===== src/rtl/clk_duty_if.sv =====
// Config handshake and waveform outputs of the programmable duty-cycle clock generator.
interface clk_duty_if #(
    parameter int CNT_W = 8
);
    logic             en;
    logic             cfg_valid;
    logic             cfg_ready;
    logic [CNT_W-1:0] cfg_high;
    logic [CNT_W-1:0] cfg_low;
    logic             cfg_err;
    logic             clk_out;
    logic             period_done;
    logic             busy;

    // Config/control side: requests runs and offers new high/low lengths.
    modport master (
        output en, cfg_valid, cfg_high, cfg_low,
        input  cfg_ready, cfg_err, clk_out, period_done, busy
    );

    // Generator side.
    modport slave (
        input  en, cfg_valid, cfg_high, cfg_low,
        output cfg_ready, cfg_err, clk_out, period_done, busy
    );
endinterface


===== src/rtl/clk_duty_ctrl.sv =====
// Programmable clock/waveform generator: clk_out is high for H clk cycles and low
// for L clk cycles. New H/L values wait in a one-entry pending slot and are only
// applied at a period boundary (or while idle), so the output never glitches.
module clk_duty_ctrl #(
    parameter int CNT_W    = 8,
    parameter int DEF_HIGH = 8,
    parameter int DEF_LOW  = 2
) (
    input  logic        clk,
    input  logic        rst_n,
    clk_duty_if.slave   bus
);

    localparam logic [CNT_W-1:0] DEF_H = DEF_HIGH[CNT_W-1:0];
    localparam logic [CNT_W-1:0] DEF_L = DEF_LOW[CNT_W-1:0];
    localparam logic [CNT_W-1:0] ONE   = CNT_W'(1);

    typedef enum logic [1:0] {
        IDLE = 2'd0,
        HIGH = 2'd1,
        LOW  = 2'd2
    } state_t;

    state_t           state;
    state_t           nxt_state;
    logic [CNT_W-1:0] cnt;
    logic [CNT_W-1:0] nxt_cnt;
    logic [CNT_W-1:0] act_high;
    logic [CNT_W-1:0] act_low;
    logic [CNT_W-1:0] pend_high;
    logic [CNT_W-1:0] pend_low;
    logic [CNT_W-1:0] eff_high;
    logic             pend_vld;
    logic             nxt_pend_vld;
    logic             hs;
    logic             cfg_zero;
    logic             cfg_ok;
    logic             boundary;
    logic             apply_now;

    // Handshake decode, apply decision and next-state/counter computation.
    always_comb begin
        hs        = bus.cfg_valid && bus.cfg_ready;
        cfg_zero  = (bus.cfg_high == '0) || (bus.cfg_low == '0);
        cfg_ok    = hs && !cfg_zero;
        boundary  = (state == LOW) && (cnt == '0);
        apply_now = pend_vld && ((state == IDLE) || boundary);
        // A period starting on the apply edge must already use the new high length.
        eff_high  = apply_now ? pend_high : act_high;

        nxt_state = state;
        nxt_cnt   = cnt;
        case (state)
            IDLE: begin
                if (bus.en) begin
                    nxt_state = HIGH;
                    nxt_cnt   = eff_high - ONE;
                end
            end
            HIGH: begin
                if (cnt != '0) begin
                    nxt_cnt = cnt - ONE;
                end else begin
                    nxt_state = LOW;
                    nxt_cnt   = act_low - ONE;
                end
            end
            LOW: begin
                if (cnt != '0) begin
                    nxt_cnt = cnt - ONE;
                end else if (bus.en) begin
                    nxt_state = HIGH;
                    nxt_cnt   = eff_high - ONE;
                end else begin
                    nxt_state = IDLE;
                    nxt_cnt   = '0;
                end
            end
            default: begin
                nxt_state = IDLE;
                nxt_cnt   = '0;
            end
        endcase

        // A fresh config refills the slot even if it is being emptied this edge.
        if (cfg_ok) begin
            nxt_pend_vld = 1'b1;
        end else if (apply_now) begin
            nxt_pend_vld = 1'b0;
        end else begin
            nxt_pend_vld = pend_vld;
        end
    end

    // FSM state, counter, active config and registered outputs.
    always_ff @(posedge clk or negedge rst_n) begin
        if (!rst_n) begin
            state           <= IDLE;
            cnt             <= '0;
            act_high        <= DEF_H;
            act_low         <= DEF_L;
            pend_vld        <= 1'b0;
            bus.cfg_ready   <= 1'b1;
            bus.cfg_err     <= 1'b0;
            bus.clk_out     <= 1'b0;
            bus.period_done <= 1'b0;
            bus.busy        <= 1'b0;
        end else begin
            state           <= nxt_state;
            cnt             <= nxt_cnt;
            pend_vld        <= nxt_pend_vld;
            bus.cfg_ready   <= !nxt_pend_vld;
            bus.cfg_err     <= hs && cfg_zero && (nxt_state != IDLE);
            bus.clk_out     <= (nxt_state == HIGH);
            bus.period_done <= (nxt_state == LOW) && (nxt_cnt == '0);
            bus.busy        <= (nxt_state != IDLE);
            if (apply_now) begin
                act_high <= pend_high;
                act_low  <= pend_low;
            end
        end
    end

    // Pending slot contents; only meaningful while pend_vld is set.
    always_ff @(posedge clk) begin
        if (cfg_ok) begin
            pend_high <= bus.cfg_high;
            pend_low  <= bus.cfg_low;
        end
    end

endmodule


===== src/flat_wrapper.sv =====
// flat-port wrapper written by rule: the top's interface ports become plain ports
module clk_duty_ctrl_flat 
#(
    parameter int CNT_W    = 8,
    parameter int DEF_HIGH = 8,
    parameter int DEF_LOW  = 2
)
  (clk, rst_n, bus_en, bus_cfg_valid, bus_cfg_high, bus_cfg_low, bus_cfg_ready, bus_cfg_err, bus_clk_out, bus_period_done, bus_busy);
  clk_duty_if #(.CNT_W(CNT_W)) bus_i ();
  input  logic clk;
  input  logic rst_n;
  input wire logic [$bits(bus_i.en)-1:0] bus_en;
  input wire logic [$bits(bus_i.cfg_valid)-1:0] bus_cfg_valid;
  input wire logic [$bits(bus_i.cfg_high)-1:0] bus_cfg_high;
  input wire logic [$bits(bus_i.cfg_low)-1:0] bus_cfg_low;
  output wire logic [$bits(bus_i.cfg_ready)-1:0] bus_cfg_ready;
  output wire logic [$bits(bus_i.cfg_err)-1:0] bus_cfg_err;
  output wire logic [$bits(bus_i.clk_out)-1:0] bus_clk_out;
  output wire logic [$bits(bus_i.period_done)-1:0] bus_period_done;
  output wire logic [$bits(bus_i.busy)-1:0] bus_busy;
  assign bus_i.en = bus_en;
  assign bus_i.cfg_valid = bus_cfg_valid;
  assign bus_i.cfg_high = bus_cfg_high;
  assign bus_i.cfg_low = bus_cfg_low;
  assign bus_cfg_ready = bus_i.cfg_ready;
  assign bus_cfg_err = bus_i.cfg_err;
  assign bus_clk_out = bus_i.clk_out;
  assign bus_period_done = bus_i.period_done;
  assign bus_busy = bus_i.busy;
  clk_duty_ctrl #(.CNT_W(CNT_W), .DEF_HIGH(DEF_HIGH), .DEF_LOW(DEF_LOW)) u_core (.clk(clk), .rst_n(rst_n), .bus(bus_i));
endmodule

===== config.mk =====
export PLATFORM = sky130hd
export DESIGN_NAME = clk_duty_ctrl_flat
export DESIGN_NICKNAME = d
export VERILOG_FILES = /design/src/rtl/clk_duty_if.sv /design/src/rtl/clk_duty_ctrl.sv /design/src/flat_wrapper.sv
export SDC_FILE = /design/constraint.sdc
export NUM_CORES = 1
export LEC_CHECK = 0
export BUFFER_PORTS_ARGS = -buffer_cell sky130_fd_sc_hd__buf_4
export CAP_MARGIN = 10
export CELL_PAD_IN_SITES_DETAIL_PLACEMENT = 1
export CELL_PAD_IN_SITES_GLOBAL_PLACEMENT = 1
export CORE_MARGIN = 8
export CORE_UTILIZATION = 41
export CTS_CLUSTER_SIZE = 28
export DETAILED_ROUTE_END_ITERATION = 12
export GPL_TIMING_DRIVEN = 0
export MAX_ROUTING_LAYER = met4
export PLACE_DENSITY_LB_ADDON = 0.1
export SETUP_SLACK_MARGIN = 0.02
export SLEW_MARGIN = 20
export SYNTH_ARGS = -nofsm -noshare
export SYNTH_HDL_FRONTEND = slang
export SYNTH_SLANG_ARGS = --single-unit

===== constraint.sdc =====
create_clock -name clk -period 3.05 [get_ports clk]
set_input_delay 0.4575 -clock clk [delete_from_list [all_inputs] [get_ports clk]]
set_output_delay 0.4575 -clock clk [all_outputs]
set_load 0.05 [all_outputs]

# After elaboration in Yosys (flattened, before gate mapping)
# Cells that the tools add are included.
# op_classes
reduce_logical	18
n_addsub	3
muxes	13
eq_ne	4
# ops
op	count
8-bit 2-to-1 mux	5
8-bit logical NOT	4
8-bit one-hot mux with 3 select lines	1
8-bit by 1-bit subtractor with 8-bit output (second input constant)	3
8-bit nonzero test	1
1-bit logical AND	7
2-bit 2-to-1 mux	3
2-bit one-hot mux with 3 select lines	1
2-bit by 1-bit equality test with 1-bit output (second input constant)	2
2-bit equality test (second input constant)	2
1-bit 2-to-1 mux	3
1-bit logical NOT	2
2-bit logical NOT	1
1-bit logical OR	2
2-bit nonzero test	1
# word_totals
output_inout_bits	5
regBits	48

# Logic depth before layout (Yosys ltp)
# Gate-level depths: netlist (run 1).
# logic_depth
word_depth	11
depth_mapped	15

# Worst setup path before layout (run 1)
# No wires, ideal clock.
# synth_timing
path_type	flip-flop to flip-flop
start	reg u_core.cnt[0]
end	reg u_core.bus.period_done
arrival_time_ps	2986
path_stages_with_launch	15
slack_ps	-32
period_less_slack_ps	3082
path_cell_list	dfrtp_1 inv_1 ha_1 or3b_2 o21ai_4 nand2_4 clkbuf_1 mux2i_1 ha_1 nor3b_1 nand3_1 o21ai_0 xnor2_1 o31ai_1 nor4_2
# synth_between
elab_chain_len	11
# synth_rtl
item	line	source
start: declaration	clk_duty_ctrl.sv:26	logic [CNT_W-1:0] cnt;
start signal: assignment	clk_duty_ctrl.sv:110	cnt <= nxt_cnt;
8-bit logical NOT	clk_duty_ctrl.sv:46	boundary = (state == LOW) && (cnt == '0);
1-bit logical AND	clk_duty_ctrl.sv:46	
1-bit logical OR	clk_duty_ctrl.sv:47	apply_now = pend_vld && ((state == IDLE) || boundary);
1-bit logical AND	clk_duty_ctrl.sv:47	
8-bit 2-to-1 mux	--	
8-bit by 1-bit subtractor with 8-bit output	clk_duty_ctrl.sv:57, clk_duty_ctrl.sv:73	
8-bit 2-to-1 mux	clk_duty_ctrl.sv:71	end else if (bus.en) begin
8-bit 2-to-1 mux	clk_duty_ctrl.sv:69	if (cnt != '0) begin
8-bit one-hot mux with 3 select lines *	clk_duty_ctrl.sv:53	case (state)
named net u_core.nxt_cnt[6]	clk_duty_ctrl.sv:27	logic [CNT_W-1:0] nxt_cnt;
8-bit logical NOT *	clk_duty_ctrl.sv:115	bus.period_done <= (nxt_state == LOW) && (nxt_cnt == '0);
1-bit logical AND *	clk_duty_ctrl.sv:115	
end signal: assignment	clk_duty_ctrl.sv:115	
end: declaration	clk_duty_if.sv:24	output cfg_ready, cfg_err, clk_out, period_done, busy
# The timed path passes the listed nets; every way through them passes the cells marked *.
# A chain may end at the register's enable or synchronous reset.

# Final worst setup path (run 1)
# Ends and elaborated chain as after synthesis.

==> results of run 1 <==
-- through the flow --
step	total power [mW]	setup TNS [ns]
5_1_grt	3.18	-0.0986
4_1_cts	2.88	0
2_1_floorplan	2.00	0
3_5_place_dp	2.37	-1.85
3_3_place_gp	2.33	-1.66
6_report	2.97	0
-- layer usage --
metal / global-route usage / vias to the layer above / wire, um
met5: - / - / 0
met4: 0.0481 / 0 / 116
met3: 0.0214 / 10 / 272
met2: 0.273 / 49 / 3450
met1: 0.203 / 1046 / 3100
li1: - / 1018 / -
-- worst reg2reg max path, stage by stage, from the launching register on --
cell	delay (ns)
dfrtp_2	0.43
inv_2	0.08
ha_4	0.14
or3b_4	0.40
o21ai_4	0.22
nand2_4	0.10
clkbuf_16	0.18
mux2i_4	0.20
ha_4	0.18
buf_6	0.10
o21ai_2	0.06
xnor2_2	0.15
a211o_1	0.33
nor4_2	0.28
-- registers in the layout, indices dropped and copies added (netlist names) --
name and count:
u_core.bus.cfg_ready 1, u_core.act_high 8, u_core.act_low 8, u_core.bus.busy 1, u_core.state 2, u_core.bus.period_done 1
u_core.bus.clk_out 1, u_core.bus.cfg_err 1, u_core.pend_high 8, u_core.cnt 8, u_core.pend_low 8, u_core.pend_vld 1
-- layout make-up --
| type | instances | area share |
|---|---|---|
| multi-input cells | 187 | 0.409 |
| inverters | 13 | 0.0157 |
| well taps | 75 | 0.0301 |
| clock buffers | 6 | 0.0233 |
| flip-flops and latches | 48 | 0.414 |
| plain buffers | 7 | 0.0157 |
| clock inverters | 2 | 0.00402 |
| repair buffers | 36 | 0.0880 |
-- cells by family (layout without fill, tap and decap cells) --
kind of cell	Yosys count	after routing	share of synthesized area
flip-flops	48	48	0.505
multiplexers	5	5	0.0226
AO/OA/AOI/OAI	54	54	0.150
XOR/XNOR	17	17	0.0586
buffers and inverters	20	64	0.0300
AND/OR/NAND/NOR	107	107	0.214
adder cells (fa/ha/maj)	4	4	0.0197
-- power by group through the flow --
stage          combinational [mW]  sequential [mW]  clock [mW]
3_3_place_gp                 1.18             1.14           0
2_1_floorplan               0.876             1.12           0
5_1_grt                      1.61             1.17       0.399
3_5_place_dp                 1.22             1.15           0
6_report                     1.46             1.14       0.371
4_1_cts                      1.35             1.14       0.388
-- path summary, 6_finish.rpt --
kind | from | to | slack [ns]
max in group asynchronous | rst_n | u_core.act_low[1]$_DFFE_PN1N_ | 2.61
min | rst_n | u_core.state[0]$_DFF_PN0_ | 0.09
min reg2reg | u_core.pend_low[4]$_DFFE_PP_ | u_core.act_low[4]$_DFFE_PN0N_ | 0.45
max reg2reg | u_core.cnt[0]$_DFF_PN0_ | u_core.bus.period_done$_DFF_PN0_ | 0.1
max | u_core.cnt[0]$_DFF_PN0_ | u_core.bus.period_done$_DFF_PN0_ | 0.1
min in group clk | bus_cfg_high[2] | u_core.pend_high[2]$_DFFE_PP_ | 0.34
-- cell usage in the layout (no fill, tap or decap), types with 3 or more instances in the layout --
| cell | count |
|---|---|
| a211oi_1 | 6 |
| a21oi_1 | 8 |
| a31oi_1 | 3 |
| buf_4 | 35 |
| clkbuf_1 | 5 |
| clkbuf_8 | 5 |
| dfrtp_1 | 26 |
| dfrtp_2 | 3 |
| dfstp_2 | 3 |
| edfxtp_1 | 16 |
| inv_1 | 10 |
| nand2_1 | 50 |
| nand3_1 | 3 |
| nor2_1 | 12 |
| nor3_1 | 8 |
| nor4_1 | 4 |
| o21ai_0 | 7 |
| o22ai_1 | 4 |
| o31ai_1 | 5 |
| or3_1 | 3 |
| or4_1 | 5 |
| xnor2_1 | 10 |
| xor2_1 | 5 |
-- timing repair --
| action | 4_1_cts | 5_1_grt |
|---|---|---|
| pin swaps | 8 | 7 |
| gates cloned | 0 | 0 |
| gates resized for setup | 17 | 8 |
| setup endpoints to repair | 5 | 4 |
| hold buffers | 0 | 0 |
| setup buffers | 5 | 8 |
==> key figures, run 1 <==
Status
  – Status: finished clean

Power and ir drop
  – Internal power: around 1.7 mW
  – Sequential share of power: 0.383
  – Peak VDD IR: roughly 0.0004 V
  – Pwr Density: 955 mW/mm^2
  – Sw power: approximately 1.2 mW
  – Share of total power in the clock network: 0.125
  – Sw frac: 0.415
  – Combinational share of power: 0.492
  – Leak Pwr: 1.24 nW

Layout
  – P&R area growth vs syn: 22.4%
  – Multi-input logic area: approximately 0.0013 mm^2
  – Post-Layout Cell Count: 374
  – Core Util, Final: 0.523
  – Final #Nets: 322
  – Ant diodes: 0
  – Reg area: 0.00129 mm^2
  – Fillcell total: between 600 and 700
  – Final instance area: 0.00311 mm^2
  – Share of layout cells above drive strength 1: 0.258

Route
  – Final wirelength: 6940 um
  – Initial DRC count: between 90 and 100
  – Vias per cell: 5.68
  – TritonRoute pass-1 iters: 4
  – Drt wl/cell: approximately 19 um
  – Post-DRT Antenna Nets: 0
  – DR DRC count: 0
  – Vias: 2123

Synth
  – Top_reg_cell synth: dfrtp_1
  – Post-synth EDFFs: 16
  – Main area contributors after synthesis: dfrtp_1 (29%), edfxtp_1 (19%), nand2_1 (7.4%), xnor2_1 (4.1%), dfstp_2 (3.1%)
  – Number of library cell types mapped by synthesis: 53
  – Mapped Cells: ~260
  – Synth cell count leaders: nand2_1 (50), dfrtp_1 (29), edfxtp_1 (16)
  – Synth area leader: dfrtp_1
  – Ys async rst share: 0.667
  – Synth top area share: 0.285
  – Cell Area, Synth: about 0.0025 mm^2
  – Most numerous cell in the Yosys netlist: nand2_1
  – Syn Nets: 279
  – Sequential fraction of the synthesis area: 0.505
  – Synth Register Bits: 48
  – Mean Syn Cell Area: 9.97 um^2
  – Warnings, synthesis: 0

Floorplan
  – Die outline height: 94.7 um
  – Rows: 28
  – DIE AREA: 0.00898 mm^2
  – Die Wd: 94.7 um
  – I/O pin cnt: 25
  – Placeable core area: 0.00596 mm^2
  – Starting Density: 0.427

Setup path
  – Critical Path AT: 3.16 ns
  – CP Depth: 13
  – CP max stage delay: 0.43 ns
  – Worst Path Max Fanout: 4
  – Crit path required time: roughly 3.3 ns
  – Cell Chain, Critical Path: inv_2, ha_4, or3b_4, o21ai_4, nand2_4, clkbuf_16, mux2i_4, ha_4, buf_6, o21ai_2, xnor2_2, a211o_1, nor4_2
  – CP endpoint kind: flip-flop
  – Most frequent CP cell: ha_4
  – Critical path's slowest cell: dfrtp_2
  – Crit path buffers/inverters: 3
  – Worst r2r path cells: 13
  – Startpoint types: flip-flop
  – Setup CP Type: flip-flop to flip-flop
  – Top Family by Delay on Critical Path: simple AND/OR/NAND/NOR gates

Clocking
  – Clock buffer count from CTS: 5
  – CTS tree: done
  – Clock slew at reported path FFs: 0.09 ns
  – H-tree levels: 2
  – Clock sinks: 48
  – Later-pin clock latency in the skew report: around 0.30 ns
  – Max clock buf depth: 2
  – CTS root buffer: clkbuf_8

GRT
  – Overall routing resource usage: 0.164
  – Vias in the first global route: 2224
  – Remaining global-route overflow: 0
  – First-pass GRT wire length: between 10000 and 15000 um
  – Largest net degree at the start of global routing: 33
  – Initial antenna violation count: 0

Placement
  – Cells after DPL: 353
  – RD Place Congestion: 0.882
  – Dpl hpwl: 5020 um
  – Post-Place Cell Area: between 0.002 and 0.003 mm^2
  – Number of port buffers: 23
  – Place WS: -0.728 ns

Timing
  – Rel. slew slack: 0.513
  – Final Setup Violations: 0
  – Setup Skew: 0.00566 ns
  – Fin crit share: 0.968
  – Setup ws final: 0.0976 ns
  – RSZ-0062 raised after global routing: true
  – Max Fclk: 339 MHz
  – Max-slew violation count: 0
  – Final min period: 2.95 ns
  – Worst-margin pin slew: 0.730 ns
  – Fin. Hold Viols: 0
  – Hold Slack: roughly 0.095 ns

Flow run
  – Total of max-cap violations: 0

Hold path
  – Worst min path class: input port to async pin
Note: power is estimated with default switching activity, not from simulation.
==> inputs of run 2 (changes only) <==
PLACE_DENSITY_LB_ADDON = 0.15   (was 0.1)
==> run 2 against run 1 <==
Clock skew up 0.0026 ns. Fmax grew 2.2%. Critical path depth is the same. Total power decreased by 1.3%. Register-to-register slack gained 0.06 ns. Clock power is 3% higher. First-iteration DRC count fell by 5.1%. Design area decreased by 0.92%. Largest cell class unchanged.
==> key figures, run 2 (same netlist as run 1, synthesis figures left out) <==
Power and ir drop
  – Peak VDD IR: 0.000418 V
  – Pwr Density: 952 mW/mm^2
  – Sequential share of power: 0.391
  – Combinational share of power: 0.478
  – Internal power: 1.70 mW
  – Total Power: 2.93 mW
  – Sw frac: 0.419
  – Sw power: between 1 and 1.5 mW
  – Share of total power in the clock network: 0.130
  – Leak Pwr: between 1 and 1.5 nW

Layout
  – Final instance area: 0.00308 mm^2
  – Share of layout cells above drive strength 1: 0.245
  – Final #Nets: between 300 and 400
  – Commonest non-fill, non-tap cells in the layout: nand2_1 (50), buf_4 (35), dfrtp_1 (26), edfxtp_1 (16)
  – Core Util, Final: 0.518
  – Post-Layout Cell Count: 373
  – P&R area growth vs syn: 21.3%
  – Most common cell after layout, fill and taps aside: nand2_1
  – Fillcell total: 682
  – Ant diodes: 0

Clocking
  – Later-pin clock latency in the skew report: about 0.31 ns
  – Max clock buf depth: 2
  – H-tree levels: 2
  – CTS root buffer: clkbuf_8
  – CTS tree: done
  – Clock sinks: 48
  – Clock slew at reported path FFs: 0.10 ns
  – Clock buffer count from CTS: 5
  – Hold buffer count at cts: 0

Timing
  – RSZ-0062 raised after global routing: false
  – Fin crit share: 0.947
  – Rel. slew slack: 0.532
  – Fin. Hold Viols: 0
  – Max Fclk: ~350 MHz
  – Final Setup Violations: 0
  – Final min period: 2.89 ns
  – Worst-margin pin slew: 0.703 ns
  – Hold Slack: just under 0.08 ns
  – Final setup TNS: 0 ns
  – Setup Skew: 0.00823 ns
  – Setup ws final: 0.161 ns
  – Max-slew violation count: 0

Route
  – Initial DRC count: 94
  – Final wirelength: around 6800 um
  – Vias per cell: 5.65
  – Post-DRT Antenna Nets: 0
  – Vias: 2109
  – TritonRoute pass-1 iters: 4
  – DR DRC count: 0
  – Drt wl/cell: 18.3 um

Setup path
  – Critical path's slowest cell: dfrtp_2
  – Crit path required time: 3.26 ns
  – CP max stage delay: 0.43 ns
  – Top Family by Delay on Critical Path: simple AND/OR/NAND/NOR gates
  – Crit path buffers/inverters: 3
  – Most frequent CP cell: ha_4
  – Setup CP Type: flip-flop to flip-flop
  – Worst Path Max Fanout: 4
  – Startpoint types: flip-flop
  – Critical Path AT: 3.10 ns
  – CP endpoint kind: flip-flop
  – Cell Chain, Critical Path: inv_2, ha_4, or3b_4, o21ai_4, nand2_4, clkbuf_16, mux2i_4, ha_4, buf_4, o21ai_1, xnor2_1, a211o_1, nor4_2
  – Reg2Reg Setup Slack: between 0.15 and 0.2 ns

Status
  – Status: finished clean

Floorplan
  – Starting Density: 0.427
  – Placeable core area: ~0.0060 mm^2
  – Die outline height: 94.7 um
  – I/O pin cnt: 25
  – DIE AREA: 0.00898 mm^2
  – Die Wd: 94.7 um
  – Rows: 28

GRT
  – First-pass GRT wire length: 11400 um
  – Overall routing resource usage: 0.168
  – Vias in the first global route: 2200
  – Remaining global-route overflow: 0
  – Initial antenna violation count: 0
  – Largest net degree at the start of global routing: 33

Hold path
  – Worst min path class: input port to async pin

Flow run
  – Total of max-cap violations: 0

Placement
  – Cells after DPL: around 350
  – RD Place Congestion: 0.852
  – Dpl hpwl: 4970 um
  – Number of port buffers: 23
  – Post-Place Cell Area: 0.00282 mm^2
  – Place WS: -0.731 ns
-- run 2: cell types whose count changed in the layout (fill, tap and decap cells not counted), sizes merged --
cell / previous run / this run
buf: 38 / 37
clkbuf: 11 / 10
clkinv: 2 / 3
clkinvlp: 1 / 0
inv: 12 / 13
-- run 2: worst reg2reg max path, stage by stage (launching register included) --
cell	delay, ns
dfrtp_2	0.43
inv_2	0.09
ha_4	0.14
or3b_4	0.40
o21ai_4	0.22
nand2_4	0.10
clkbuf_16	0.17
mux2i_4	0.19
ha_4	0.17
buf_4	0.13
o21ai_1	0.08
xnor2_1	0.12
a211o_1	0.30
nor4_2	0.27
-- run 2: what timing repair did --
item                       in CTS  in global routing
setup endpoints to repair       5                  2
gates resized for setup        15                  6
buffers inserted                8                  4
pin swaps                       3                  7
-- run 2: power by group through the flow --
stage	Sequential [mW]	Clock (mW)	Combinational, mW
6_report	1.15	0.383	1.40
5_1_grt	1.18	0.408	1.56
4_1_cts	1.14	0.395	1.33
2_1_floorplan	1.12	0	0.876
3_5_place_dp	1.16	0	1.20
3_3_place_gp	1.14	0	1.18
-- run 2: cell type report --
class	count	area (um^2)	share of cell area
clock inverter	3	17.5	0.00568
buffer	7	48.8	0.0158
inverter	13	48.8	0.0158
timing repair buffer	35	263	0.0852
sequential	48	1290	0.418
multi-input combinational	187	1250	0.407
tap	75	93.8	0.0304
clock buffer	5	68.8	0.0223
-- run 2: final timing paths --
check,cells after the start,endpoint,start
min,1,u_core.state[0]$_DFF_PN0_,rst_n
min in group clk,1,u_core.pend_high[2]$_DFFE_PP_,bus_cfg_high[2]
min reg2reg,2,u_core.act_low[3]$_DFFE_PN0N_,u_core.pend_low[3]$_DFFE_PP_
max reg2reg,13,u_core.bus.period_done$_DFF_PN0_,u_core.cnt[1]$_DFF_PN0_
max in group asynchronous,1,u_core.act_low[1]$_DFFE_PN1N_,rst_n
max,13,u_core.bus.period_done$_DFF_PN0_,u_core.cnt[1]$_DFF_PN0_
-- run 2: routing by layer --
layer	vias up	global-route usage	share of wire
met4	0	0.0390	0.010
met5	-	-	0
li1	1014	-	-
met3	6	0.0238	0.023
met1	1060	0.213	0.47
met2	29	0.276	0.49
==> inputs of run 3 (changes only) <==
CORE_ASPECT_RATIO = 0.7   (was default)
PLACE_DENSITY = 0.8   (was default)
PLACE_DENSITY_LB_ADDON = default   (was 0.15)
==> run 3 against run 2 <==
Via count grew 2.4%. Non-clock buffer count shrank 2. Sequential share of layout area shrank 0.48 points. Clock power grew 23%.
==> key figures, run 3 (same netlist as run 1, synthesis figures left out) <==
Setup path
  – Critical Path AT: 3.19 ns
  – Worst Path Max Fanout: 4
  – Most frequent CP cell: ha_4
  – CP endpoint kind: flip-flop
  – Startpoint types: flip-flop
  – Crit path required time: 3.27 ns
  – Cell Chain, Critical Path: inv_2, ha_4, or3b_4, o21ai_4, nand2_4, clkbuf_16, mux2i_4, ha_4, buf_6, o21ai_2, xnor2_1, a211o_1, nor4_2
  – CP max stage delay: ~0.44 ns
  – Setup CP Type: flip-flop to flip-flop
  – Critical path's slowest cell: dfrtp_2

Clocking
  – CTS tree: done
  – Clock sinks: 48
  – H-tree levels: 2
  – Max clock buf depth: 2
  – Later-pin clock latency in the skew report: 0.31 ns
  – Hold buffer count at cts: 0
  – CTS root buffer: clkbuf_8
  – Clock buffer count from CTS: 5
  – Clock slew at reported path FFs: 0.10 ns

Power and ir drop
  – Pwr Density: between 900 and 1000 mW/mm^2
  – Sw power: 1.28 mW
  – Internal power: 1.81 mW
  – Leak Pwr: 1.23 nW
  – Sequential share of power: 0.372
  – Peak VDD IR: 0.000330 V
  – Combinational share of power: 0.475
  – Sw frac: 0.415
  – Share of total power in the clock network: 0.152
  – Total Power: 3.08 mW

Timing
  – Fin crit share: 0.976
  – Rel. slew slack: 0.500
  – Fin. Hold Viols: 0
  – RSZ-0062 raised after global routing: true
  – Final setup TNS: 0 ns
  – Max Fclk: 336 MHz
  – Setup ws final: 0.0718 ns
  – Final min period: roughly 3 ns
  – Max-slew violation count: 0
  – Worst-margin pin slew: 0.751 ns
  – Final Setup Violations: 0
  – Setup Skew: 0.0110 ns

Floorplan
  – Rows: 24
  – Die outline height: 81.9 um
  – Starting Density: 0.415
  – Die Wd: approximately 110 um
  – I/O pin cnt: 25
  – Placeable core area: slightly above 0.006 mm^2
  – DIE AREA: 0.00902 mm^2

Placement
  – Number of port buffers: 23
  – Cells after DPL: 356
  – Post-Place Cell Area: between 0.002 and 0.003 mm^2
  – Dpl hpwl: 5220 um
  – RD Place Congestion: ~0.95
  – Place WS: -0.687 ns

Route
  – DR DRC count: 0
  – Vias per cell: a little under 6
  – Drt wl/cell: just under 20 um
  – Final wirelength: 7210 um
  – Vias: 2159
  – TritonRoute pass-1 iters: 4
  – Initial DRC count: 94
  – Post-DRT Antenna Nets: 0

Layout
  – Final #Nets: 319
  – Share of layout cells above drive strength 1: 0.247
  – Most common cell after layout, fill and taps aside: nand2_1
  – Fillcell total: 694
  – Final instance area: 0.00312 mm^2
  – Ant diodes: 0
  – Commonest non-fill, non-tap cells in the layout: nand2_1 (50), buf_4 (32), dfrtp_1 (27), edfxtp_1 (16), nor2_1 (12)
  – Post-Layout Cell Count: 374
  – P&R area growth vs syn: 22.6%

GRT
  – Largest net degree at the start of global routing: 33
  – Vias in the first global route: 2262
  – First-pass GRT wire length: ~12000 um
  – Remaining global-route overflow: 0
  – Initial antenna violation count: 0
  – Overall routing resource usage: 0.175

Status
  – Status: finished clean

Flow run
  – Total of max-cap violations: 0

Hold path
  – Worst min path class: input port to async pin
[run 3: layout make-up]
class                      instances  area [um^2]  share of cell area
sequential                        48         1290               0.413
clock buffer                       5         68.8              0.0221
clock inverter                     3         42.5              0.0136
inverter                          13         48.8              0.0157
tap                               78         97.6              0.0313
multi-input combinational        187         1270               0.408
buffer                             7         48.8              0.0157
timing repair buffer              33          251              0.0807
[run 3: power groups by stage]
stage | Combinational (mW) | Sequential, mW | Clock [mW]
CTS | 1.36 | 1.13 | 0.485
detailed placement | 1.23 | 1.15 | 0
floorplan | 0.876 | 1.12 | 0
finish | 1.47 | 1.15 | 0.470
global placement | 1.19 | 1.14 | 0
global route | 1.61 | 1.18 | 0.503
[run 3: path summary, 6_finish.rpt]
path	depth (start not counted)	startpoint	end	slack [ns]
max in group asynchronous	1	rst_n	u_core.bus.cfg_ready$_DFF_PN1_	2.63
worst max-delay path	13	u_core.cnt[0]$_DFF_PN0_	u_core.bus.period_done$_DFF_PN0_	0.07
min in group clk	1	bus_cfg_high[6]	u_core.pend_high[6]$_DFFE_PP_	0.33
worst max register to register	13	u_core.cnt[0]$_DFF_PN0_	u_core.bus.period_done$_DFF_PN0_	0.07
worst min-delay path	1	rst_n	u_core.cnt[5]$_DFF_PN0_	0.08
worst min register to register	2	u_core.pend_low[4]$_DFFE_PP_	u_core.act_low[4]$_DFFE_PN0N_	0.45
[run 3: what timing repair did]
action                                  4_1_cts  5_1_grt
pin swaps                                     7        9
gates resized for setup                      15        9
gates cloned                                  0        0
endpoints found under the setup margin        5        4
buffers inserted                              4        6
[run 3: per-stage QoR]
step	utilization	hold slack, ns
after floorplan	-	0.162
after global placement	0.460	0.422
after detailed placement	0.460	0.431
after CTS	0.494	0.0856
after global routing	0.509	0.104
final	0.509	0.0763
[run 3: critical path, delay by kind of cell (launching register included)]
family / cells / cell delay, ns
and+or+nand+nor: 3 / 0.79
buffers and inverters: 3 / 0.36
muxes: 1 / 0.20
xor gates and xnor gates: 1 / 0.15
AOI/OAI and AO/OA: 3 / 0.62
adders and majority gates: 2 / 0.32
DFF: 1 / 0.44
[run 3: routing by layer]
layer | part of all wire | GRT usage
met1 | 0.49 | 0.234
met2 | 0.45 | 0.263
met3 | 0.047 | 0.0384
met4 | 0.0098 | 0.0490
met5 | 0 | -
